<file path="src/rtl/pow_n_pipe_flow_pkg.sv">
// Shared helpers for the pow_n_pipe_flow power pipeline.
package pow_n_pipe_flow_pkg;

  // Bits needed to count 0..value-1; never returns less than 1.
  function automatic int clog2(input int value);
    int r;
    r = 0;
    while ((1 << r) < value) r++;
    return (r < 1) ? 1 : r;
  endfunction

endpackage

</file>
<file path="src/rtl/pow_n_pipe_flow_stage.sv">
// One multiply stage of the power pipeline with a valid/ready skid-free handshake.
module pow_n_pipe_flow_stage
  import pow_n_pipe_flow_pkg::*;
#(
  parameter int W = 8
) (
  input  logic         clk,
  input  logic         rst_n,
  input  logic         in_vld,
  input  logic [W-1:0] in_a,
  input  logic [W-1:0] in_p,
  input  logic         out_rdy,
  output logic         out_vld,
  output logic [W-1:0] out_a,
  output logic [W-1:0] out_p,
  output logic         rdy
);

  logic [W-1:0] prod;

  assign prod = in_p * in_a;

  // An empty stage always accepts, so bubbles collapse under backpressure.
  assign rdy = !out_vld || out_rdy;

  always_ff @(posedge clk or negedge rst_n) begin
    if (!rst_n) begin
      out_vld <= 1'b0;
      out_a   <= '0;
      out_p   <= '0;
    end else if (rdy) begin
      out_vld <= in_vld;
      if (in_vld) begin
        out_a <= in_a;
        out_p <= prod;
      end
    end
  end

endmodule

</file>
<file path="src/rtl/pow_n_pipe_flow.sv">
// Pipelined arg^(N_STAGES+1) mod 2^W with valid/ready backpressure and an occupancy count.
module pow_n_pipe_flow
  import pow_n_pipe_flow_pkg::*;
#(
  parameter int W        = 8,
  parameter int N_STAGES = 4
) (
  input  logic                            clk,
  input  logic                            rst_n,
  input  logic                            arg_vld,
  output logic                            arg_rdy,
  input  logic [W-1:0]                    arg,
  output logic                            res_vld,
  input  logic                            res_rdy,
  output logic [W-1:0]                    res,
  output logic [N_STAGES-1:0]             stage_vld,
  output logic [N_STAGES*W-1:0]           stage_res,
  output logic [clog2(N_STAGES+1)-1:0]    occupancy
);

  localparam int OCC_W = clog2(N_STAGES + 1);

  logic         vld_chain [0:N_STAGES];
  logic         rdy_chain [1:N_STAGES+1];
  logic [W-1:0] a_chain   [0:N_STAGES];
  logic [W-1:0] p_chain   [0:N_STAGES];
  logic         in_xfer;
  logic         out_xfer;

  // Stage 1 squares the base, so both of its operands are arg.
  assign vld_chain[0]          = arg_vld;
  assign a_chain[0]            = arg;
  assign p_chain[0]            = arg;
  assign rdy_chain[N_STAGES+1] = res_rdy;

  for (genvar k = 1; k <= N_STAGES; k++) begin : g_stage
    pow_n_pipe_flow_stage #(.W(W)) u_stage (
      .clk     (clk),
      .rst_n   (rst_n),
      .in_vld  (vld_chain[k-1]),
      .in_a    (a_chain[k-1]),
      .in_p    (p_chain[k-1]),
      .out_rdy (rdy_chain[k+1]),
      .out_vld (vld_chain[k]),
      .out_a   (a_chain[k]),
      .out_p   (p_chain[k]),
      .rdy     (rdy_chain[k])
    );

    assign stage_vld[k-1]       = vld_chain[k];
    assign stage_res[k*W-1 -: W] = p_chain[k];
  end

  assign arg_rdy  = rdy_chain[1];
  assign res_vld  = vld_chain[N_STAGES];
  assign res      = p_chain[N_STAGES];
  assign in_xfer  = arg_vld && arg_rdy;
  assign out_xfer = res_vld && res_rdy;

  always_ff @(posedge clk or negedge rst_n) begin
    if (!rst_n) begin
      occupancy <= '0;
    end else begin
      case ({in_xfer, out_xfer})
        2'b10:   occupancy <= occupancy + OCC_W'(1);
        2'b01:   occupancy <= occupancy - OCC_W'(1);
        default: occupancy <= occupancy;
      endcase
    end
  end

endmodule

</file>
<file path="config.mk">
export PLATFORM = sky130hd
export DESIGN_NAME = pow_n_pipe_flow
export DESIGN_NICKNAME = d
export VERILOG_FILES = /design/src/rtl/pow_n_pipe_flow_pkg.sv /design/src/rtl/pow_n_pipe_flow_stage.sv /design/src/rtl/pow_n_pipe_flow.sv
export SDC_FILE = /design/constraint.sdc
export NUM_CORES = 1
export LEC_CHECK = 0
export CORE_MARGIN = 1.5
export CORE_UTILIZATION = 50
export DETAILED_ROUTE_END_ITERATION = 6
export GPL_TIMING_DRIVEN = 0
export PLACE_DENSITY = 0.8
export SYNTH_ARGS = -nofsm -noshare
export SYNTH_HDL_FRONTEND = slang
export SYNTH_SLANG_ARGS = --single-unit
</file>
<file path="constraint.sdc">
create_clock -name clk -period 5.15 [get_ports clk]
set_clock_uncertainty 0.2 [all_clocks]
set_input_delay 1.545 -clock clk [delete_from_list [all_inputs] [get_ports clk]]
set_output_delay 1.545 -clock clk [all_outputs]
set_load 0.005 [all_outputs]
</file>
* Word-level counts from Yosys, hierarchy flattened
Index checks and enable logic that the tools add are counted.
** Operators by class
- Add/sub/neg operators :: 2
- $mul :: 4
- Equality and inequality tests :: 2
- Muxes and demuxes :: 1
- Reduce and logical (&&, ||, !) cells :: 15
** Operators with widths (number)
- multiplier 8 x 8 -> 8 bit :: 4
- AND reduction 2 bit :: 4
- case mux 3 bit (2 select lines) :: 1
- logical NOT 1 bit :: 4
- logical OR 1 bit :: 4
- adder 3 x 1 -> 3 bit, second input constant :: 1
- subtractor 3 x 1 -> 3 bit, second input constant :: 1
- equality test 2 x 1 -> 1 bit, second input constant :: 1
- equality test 2 bit, second input constant :: 1
- logical AND 1 bit :: 2
- nonzero test 2 bit :: 1
** Word-level totals
- Bits in registers :: 63
- Bits of input ports :: 12

* Longest topological paths before layout
Gate-level depths: netlist (run 1).
- Depth in word-level cells :: 8
- Gate-level depth with buffers :: 14
- Mapped depth without buffers :: 14

* By module
From an unflattened synthesis (run 1), not the netlist that was laid out.
** Unflattened totals
- Cell total of the unflattened synthesis :: 596
- Area, all modules :: 6247.2 um2
** By module, submodules not included
- pow_n_pipe_flow_stage (g_stage[4].u_stage) :: times used 1, cells each 143, area an instance 1507.7 um2, seq. area each 425.4 um2
- pow_n_pipe_flow_stage (g_stage[2].u_stage) :: times used 1, cells each 144, area an instance 1506.4 um2, seq. area each 425.4 um2
- pow_n_pipe_flow_stage (g_stage[3].u_stage) :: times used 1, cells each 144, area an instance 1503.9 um2, seq. area each 425.4 um2
- pow_n_pipe_flow_stage (g_stage[1].u_stage) :: times used 1, cells each 144, area an instance 1502.7 um2, seq. area each 425.4 um2
- pow_n_pipe_flow :: times used 1, cells each 21, area an instance 226.5 um2, seq. area each 75.1 um2

* Worst setup path after synthesis (run 1)
OpenSTA, ideal clock, no wires.
- Path kind :: in2reg
- Start point :: in arg[3]
- End point :: reg g_stage[1].u_stage.out_p[7]
- Setup time :: 0.127 ns
- Arrival :: 4.357 ns
- Required time :: 4.823 ns
- Slack :: 0.466 ns
- Stages on the path :: 14
- Path buffers :: 0
- Path through :: and2_1 > xor2_1 > ha_1 > a21o_1 > fa_1 > ha_1 > inv_1 > fa_1 > inv_1 > ha_1 > a21o_1 > a21oi_1 > xnor2_1 > o21ai_0
** On the way
- Word-level cells in the longest chain between the ends :: 1
** Ends and longest elaborated chain
- start, declared :: RTL line pow_n_pipe_flow.sv:12 : input logic [W-1:0] arg,
- multiplier 8 x 8 -> 8 bit :: RTL line pow_n_pipe_flow_stage.sv:21 : assign prod = in_p * in_a;
- end signal, assigned :: RTL line pow_n_pipe_flow_stage.sv:35 : out_p <= prod;
- end, declared :: RTL line pow_n_pipe_flow_stage.sv:15 : output logic [W-1:0] out_p,
No other way between the ends.
A chain may end at the register's enable or synchronous reset.

* Final worst setup path (run 1)
- Start point :: in arg[4]
- End point :: reg g_stage[1].u_stage.out_p[7]
Same word-level chain as after synthesis.

==> summary by stage, run 1 <==
Place
The routability congestion estimate from global placement is 0.8236. The number of I/O port buffers is 59. The HPWL after detailed placement is 8.260 mm.

Synth
After synthesis, the share of cell area in mux cells is 0.07923. The netlist uses 28 different library cells. The area fraction in compound gates after synthesis is 0.03392. For this run, the register share of the synthesized area comes to 0.2742. After synthesis the cells add up to 0.005385 mm2. In this run, synthesis produced a sequential element count of 59. The area fraction in and, or, nand and nor cells after synthesis is 0.1380. The xor and xnor area share after synthesis is 0.09572. Averaged over all synthesized cells, the footprint is 10.16 um2. The cell count after synthesis is 530. For this run, the number of Yosys warnings is 0. The combinational family with the most area after synthesis is adder cells. Of the total synthesized cell area, the portion taken by full adders, half adders and majority gates is 0.2955.

Finish
The post-route core utilization is 0.6143. In the layout the commonest cells are inv_1, and2_1, ha_1. In the final design database the tool counted 717 nets. In the final layout, the share of cells above drive strength 1 is 0.1414. The area growth from synthesis to layout is 18.29%. The most common library cell in the layout ignoring fill and taps is inv_1.

The total inserted antenna cells is 0.

Setup path
The dominant cell type by count on the critical path is ha_1. The standard cell with the maximum stage delay on the critical path is fa_1. The arrival time of data at the critical path endpoint is 5020 ps.

The critical path is of the primary input to register type. The worst setup path is launched from a primary input. The critical path contains buffers and inverters numbering 3 combined. On the worst path, the slowest cell contributes a delay of 530 ps. In this run the worst path has a maximum fanout of 5. On the critical path the largest part of the delay comes from adder cells.

STA puts the critical path data required time at around 5200 ps. The worst setup path is captured at a register. The signal on the critical path passes through clkdlybuf4s50_1 -> and2_1 -> xor2_1 -> ha_1 -> a21o_1 -> fa_1 -> ha_1 -> inv_1 -> fa_1 -> inv_1 -> ha_1 -> a21o_1 -> a21oi_1 -> xnor2_1 -> o21ai_0.

Route
The routed design has 10.38 mm of wire. The number of nets with antenna violations after routing is 0. The first detailed-routing pass ran for 4 iterations.

For this block, the initial DRC count from the detailed router was 152. In the routed layout, each cell is associated on average with a via count of 4.989. The count of vias placed by the detailed router is approximately 3700. After detailed routing, the average wire length per cell comes to 13.95 um. For this run, design rule violations remaining after detail routing come to 0.

Floorplanning
The area of the die is approximately 0.011 mm2. The I/O pin total is 61. In this run the standard cell core region covers 0.01037 mm2. For this configuration, the core starts out at a cell density of 0.5193. The height of the chip is 106.8 um. In this run the core area contains 37 standard-cell rows. The horizontal die dimension is 106.8 um.

Clock network
The number of levels the H-tree was split into is 3. The largest buffer count on any clock path is 2. The total clock sinks is 59. Hold repair after CTS inserted 0 buffers. The root buffer selected by CTS is clkbuf_8.

TritonCTS built the clock tree. The number of CTS-inserted buffers is 9. Clock-pin slew was measured on the worst setup and hold paths at about 70 ps.

The later pin in the worst-skew pair is clocked with a latency of 340 ps.

STA
The final count of pins violating max slew was 0. Dividing the final minimum period by the clock period gives 0.9713. Setup violations remaining at the end of the flow were counted as 0. Derived from the worst setup path, the maximum achievable clock frequency is around 0.20 GHz.

The shortest period the worst path allows is 5002 ps. The count of final hold-check violations was 0. In the final timing run, aggregate negative setup slack is 0 ps.

Global routing
The most congested layer reported by global routing is met2. The met3 track demand over resource is 0.03040. The via count of the first global-routing pass is approximately 3900.

The remaining global-route overflow is 0. Entering global routing, the biggest net connects between 40 and 50 pins. The met2 global-route usage is 0.3704. For met1 alone, demand over resource in global routing was 0.2369. The wire length of the first global-routing pass is 17.74 mm.

The number of antenna violations at the first check in global routing came to 0. The overall fraction of global-route tracks in use is 0.1982.

Pwr
For this design the static power due to leakage is 3.090 nW. The total power density per cell area is 707.9 mW/mm2. The maximum resistive drop on vdd is 0.4075 mV.

Flow run
The number of maximum-capacitance violations is 0.

Min path
The worst hold path belongs to the class register to register.

Outcome
The run finished with clean final reports.
-- per-stage QoR --
| step | instances | hold slack [ps] | total power [mW] | setup WS (ps) | cell area [um2] |
|---|---|---|---|---|---|
| 4_1_cts | 744 | 269.2 | 4.581 | 4.792 | 6362 |
| 5_1_grt | 744 | 316.3 | 5.004 | -4.525 | 6370 |
| 3_3_place_gp | 727 | 264.4 | 3.978 | -305.0 | 6153 |
| 6_report | 744 | 269.1 | 4.509 | 148.0 | 6370 |
| 2_1_floorplan | 532 | 264.7 | 3.220 | 466.2 | 5393 |
| 3_5_place_dp | 728 | 256.0 | 4.132 | -352.6 | 6168 |
-- report_power, final --
| group | switching [mW] | total, mW | internal (mW) |
|---|---|---|---|
| Sequential | 0.241 | 0.892 | 0.651 |
| Clock | 0.184 | 0.418 | 0.234 |
| Combinational | 1.51 | 3.20 | 1.69 |
-- routing by layer --
layer  routed length [um]  vias up  share of wire
li1                     -     1784              -
met1                 4394     1855           0.42
met2                 5562       63           0.54
met3                  300       10          0.029
met4                  119        0          0.011
met5                    0        -              0
-- path summary, 6_finish.rpt --
kind,slack [ps],startpoint,endpoint,cells past startpoint
worst min register to register,270,occupancy[2]$_DFFE_PN0P_,occupancy[2]$_DFFE_PN0P_,1
worst max-delay path,150,arg[4],g_stage[1].u_stage.out_p[7]$_DFFE_PN0P_,15
worst max register to register,950,g_stage[3].u_stage.out_p[0]$_DFFE_PN0P_,g_stage[4].u_stage.out_p[7]$_DFFE_PN0P_,14
worst min-delay path,270,occupancy[2]$_DFFE_PN0P_,occupancy[2]$_DFFE_PN0P_,1
min in group asynchronous,940,rst_n,g_stage[4].u_stage.out_p[7]$_DFFE_PN0P_,1
max in group asynchronous,3220,rst_n,g_stage[2].u_stage.out_p[4]$_DFFE_PN0P_,2
-- cell families after synthesis --
logic type	Yosys count
xor gates and xnor gates	58
muxes	38
other	1
and+or+nand+nor	141
adders and majority gates	102
buffers and inverters	99
DFF	59
AOI/OAI and AO/OA	32
-- flip-flops by register name, indices dropped and copies added (netlist names) --
name and cells:
g_stage.u_stage.out_vld 4, g_stage.u_stage.out_p 30, occupancy 3, g_stage.u_stage.out_a 22
-- layout make-up --
type	count	area, um2
clock buffers	11	141.4
fillers	889	4000
well taps	136	170.2
flip-flops and latches	59	1476
multi-input cells	374	3471
repair buffers	60	613.1
plain buffers	24	163.9
clock inverters	5	52.55
inverters	75	281.5
-- cell usage after synthesis --
| library cell | number | area share |
|---|---|---|
| inv_1 | 75 | 0.052 |
| and2_1 | 64 | 0.074 |
| ha_1 | 60 | 0.14 |
| dfrtp_1 | 59 | 0.27 |
| nand2_1 | 56 | 0.039 |
| fa_1 | 42 | 0.16 |
| xnor2_1 | 39 | 0.063 |
| mux2_2 | 37 | 0.077 |
| buf_4 | 19 | 0.026 |
| xor2_1 | 18 | 0.029 |
| o21ai_0 | 12 | 0.011 |
| a21o_1 | 9 | 0.013 |
| a21oi_1 | 8 | 0.0074 |
| and2_2 | 6 | 0.0084 |
| nand2b_1 | 5 | 0.0058 |
| clkbuf_1 | 3 | 0.0021 |
| nand2_2 | 3 | 0.0035 |
| o21ai_1 | 3 | 0.0028 |
| buf_2 | 2 | 0.0019 |
| nor2_1 | 2 | 0.0014 |
| and3_1 | 1 | 0.0012 |
| conb_1 | 1 | 0.00070 |
| mux2i_1 | 1 | 0.0019 |
| nand3_1 | 1 | 0.00093 |
| nand4_1 | 1 | 0.0012 |
| nor2b_1 | 1 | 0.0012 |
| or2_2 | 1 | 0.0012 |
| xnor2_2 | 1 | 0.0030 |
-- repair_timing --
action	in CTS	in global routing
resized for setup	0	3
setup buffers	0	0
endpoints found under the setup margin	0	2
No activity file was read; power rests on OpenSTA's default activity.
==> run 2: changes to the inputs <==
--- a/config.mk
+++ b/config.mk
@@ -9,7 +9,7 @@
 export CORE_UTILIZATION = 50
 export DETAILED_ROUTE_END_ITERATION = 6
 export GPL_TIMING_DRIVEN = 0
-export PLACE_DENSITY = 0.8
+export PLACE_DENSITY = 0.83
 export SYNTH_ARGS = -nofsm -noshare
 export SYNTH_HDL_FRONTEND = slang
 export SYNTH_SLANG_ARGS = --single-unit
==> constraint.sdc (replaced) <==
create_clock -name clk -period 4.21 [get_ports clk]
set_clock_uncertainty 0.2 [all_clocks]
set_input_delay 1.263 -clock clk [delete_from_list [all_inputs] [get_ports clk]]
set_output_delay 1.263 -clock clk [all_outputs]
set_load 0.005 [all_outputs]
==> run 2 against run 1 <==
- sequential power is 23% higher
- first-iteration DRC count fell by 41%
- via count decreased by 0.97%
- cell area about the same
- combinational power increased by 21%
- worst setup slack got worse by 61 ps
- die area did not move
- largest power group unchanged
- highest routed layer unchanged
==> summary by stage, run 2 (synthesized netlist as in run 1, its figures left out) <==
Route
The post-detailed-route DRC marker count is 0. For this block, the via count after detailed routing is ~3700. The total wirelength of the detailed-routed design is 10.12 mm. The first TritonRoute pass finished after 4 iterations. The number of DRC markers in iteration 0 is 89. The post-detailed-route wirelength per cell is 13.65 um. The via-per-instance ratio is just under 5. The number of nets with antenna violations after routing is 0.

Pwr
The sequential group share of total power is 0.203. The design internal power is 3.124 mW. The sum of internal, switching and leakage power is between 5 and 6 mW. The share of total power dissipated in the clock network is 0.085.

The switching power of the nets is 2.327 mW. The fraction of power consumed by combinational cells is 0.712. Of the total power, the share spent switching nets is 0.4269. For this design the static power due to leakage is 3.061 nW. Dividing total power by cell area gives a power density of ~860 mW/mm2. IR analysis of the VDD net gives a maximum drop of 0.5166 mV.

Place
Detailed placement finished with a half-perimeter wire length of 8.271 mm. In this run the tool buffered the top-level ports with between 50 and 60 buffer cells. At the end of routability-driven placement, the weighted congestion stood at around 0.86.

The minimum setup slack after placement is -787.5 ps.

Floorplanning
The horizontal die dimension is ~110 um. Row generation in the floorplan step produced 37 rows. The floorplan step defined a die boundary enclosing roughly 0.011 mm2. The initial utilization of the core area, before any placement, comes to 0.5193.

The area inside the core boundary is a little over 0.01 mm2. The height of the chip is about 110 um. In this run the count of I/O pins placed on the die edge is 61.

Setup path
The worst setup path is captured at a register. The maximum fanout encountered on the critical timing path is 3. STA puts the critical path data required time at 4230 ps. Data arrives at the worst endpoint at 4140 ps. The kind of critical path is primary input to register.

The startpoint type of the worst setup path is a primary input.

Clock network
The number of levels the H-tree was split into is 3. The clock passes through at most 2 buffers. The total clock sinks is 59. Buffers added to address setup during post-CTS repair amount to 0.

The clock latency on the worst-skew pair is 330 ps. CTS placed an instance of clkbuf_8 at the clock tree root. Clock-pin slew was measured on the worst setup and hold paths at 60 ps.

In this run, CTS created clock tree buffers numbering 9. The clock tree from TritonCTS is done.

Global routing
The remaining global-route overflow is 0. Entering global routing, the biggest net connects 43 pins. The via count of the first global-routing pass is 4010. The first global-routing pass estimated 18.21 mm of wire.

The number of antenna violations at the first check in global routing is 0. Across every metal layer, demand over resource in global routing totals 0.2012.

STA
The shortest period the worst path allows is between 4000 and 5000 ps. Of the available clock period, the critical path in the final layout requires 0.9792. The worst path meets setup with 87.47 ps of slack. The count of final hold-check violations is 0. Setup repair after global routing could not meet its margin everywhere. Timing would allow up to approximately 0.24 GHz. The final count of pins violating max slew was 0. The final setup violation count is 0.

Flow run
The tool flagged a number of max-cap violations equal to 0.

Min path
The path class of the tightest hold or removal check is register to register.

Finish
Ranked by flip-flop count, first place goes to g_stage.u_stage.out_p. The register with the most flip-flops in the layout has 30 of them. The area growth from synthesis to layout is 18.26%. The largest registers in the layout are g_stage.u_stage.out_p: 30 flops, g_stage.u_stage.out_a: 22 flops, g_stage.u_stage.out_vld: 4 flops. The layout net count is between 700 and 800. In the layout the commonest cells are inv_1, and2_1, dfrtp_1. Leaving out fill and tap cells, the most frequent cell in the layout is inv_1.

Of the cells placed in the final design, the portion with a size suffix greater than 1 is 0.1669. 0 antenna diodes ended up in the layout. The filler cells instantiated in the layout total 858.

Outcome
The run finished with clean final reports.
==> run 2: routing by layer <==
metal	track usage	vias to the layer above	routed length [um]
met4	0.05524	0	150
li1	-	1777	-
met2	0.3800	58	5420
met5	0	-	0
met3	0.03526	14	280
met1	0.2322	1827	4266
==> run 2: stage by stage <==
stage | utilization | cells | area [um2] | setup TNS, ps | hold WS, ps
after floorplan | - | 532 | 5414 | 0 | 264.7
after global placement | 0.5954 | 727 | 6175 | -8998 | 264.5
after detailed placement | 0.5969 | 728 | 6190 | -2551 | 264.9
after CTS | 0.6140 | 742 | 6367 | -0.4405 | 277.0
after global routing | 0.6141 | 741 | 6369 | -37.12 | 286.3
final | 0.6141 | 741 | 6369 | 0 | 271.2
==> run 2: critical path, cell delays in order <==
cell	delay [ps]
clkdlybuf4s50_1	510
and2_4	160
ha_1	220
ha_1	270
inv_1	50
fa_1	490
fa_1	500
inv_1	70
ha_4	250
a21oi_2	150
xnor2_1	130
o21ai_1	80
==> run 2: repair_timing <==
item / CTS / global route
resized for setup: 21 / 15
hold buffers: 0 / 0
endpoints found under the setup margin: 5 / 3
pin swaps: 3 / 14
==> run 2: path summary, 6_finish.rpt <==
| path | startpoint | end | slack [ps] | depth (start not counted) |
|---|---|---|---|---|
| setup / recovery | arg[5] | g_stage[1].u_stage.out_p[7]$_DFFE_PN0P_ | 90 | 12 |
| hold / removal | occupancy[2]$_DFFE_PN0P_ | occupancy[2]$_DFFE_PN0P_ | 270 | 1 |
| setup reg to reg | g_stage[3].u_stage.out_p[0]$_DFFE_PN0P_ | g_stage[4].u_stage.out_p[7]$_DFFE_PN0P_ | 180 | 13 |
| hold reg to reg | occupancy[2]$_DFFE_PN0P_ | occupancy[2]$_DFFE_PN0P_ | 270 | 1 |
| max in group asynchronous | rst_n | g_stage[2].u_stage.out_a[0]$_DFFE_PN0P_ | 2550 | 2 |
| min in group asynchronous | rst_n | g_stage[4].u_stage.out_p[7]$_DFFE_PN0P_ | 680 | 1 |
==> run 2: power by group through the flow <==
stage	registers (mW)	clock network, mW	logic [mW]
4_1_cts	1.10	0.473	3.98
3_3_place_gp	1.09	0	3.78
2_1_floorplan	1.00	0	2.95
6_report	1.10	0.464	3.88
5_1_grt	1.15	0.501	4.49
3_5_place_dp	1.11	0	3.97
==> run 2: cell type report <==
cell class | instances | area, um2 | area share
Sequential cell | 59 | 1478 | 0.2320
Tap cell | 136 | 170.2 | 0.02672
Multi-Input combinational cell | 374 | 3512 | 0.5515
Clock buffer | 13 | 168.9 | 0.02652
Buffer | 22 | 156.4 | 0.02456
Timing Repair Buffer | 60 | 591.8 | 0.09293
Inverter | 75 | 281.5 | 0.04420
Clock inverter | 2 | 10.01 | 0.001572
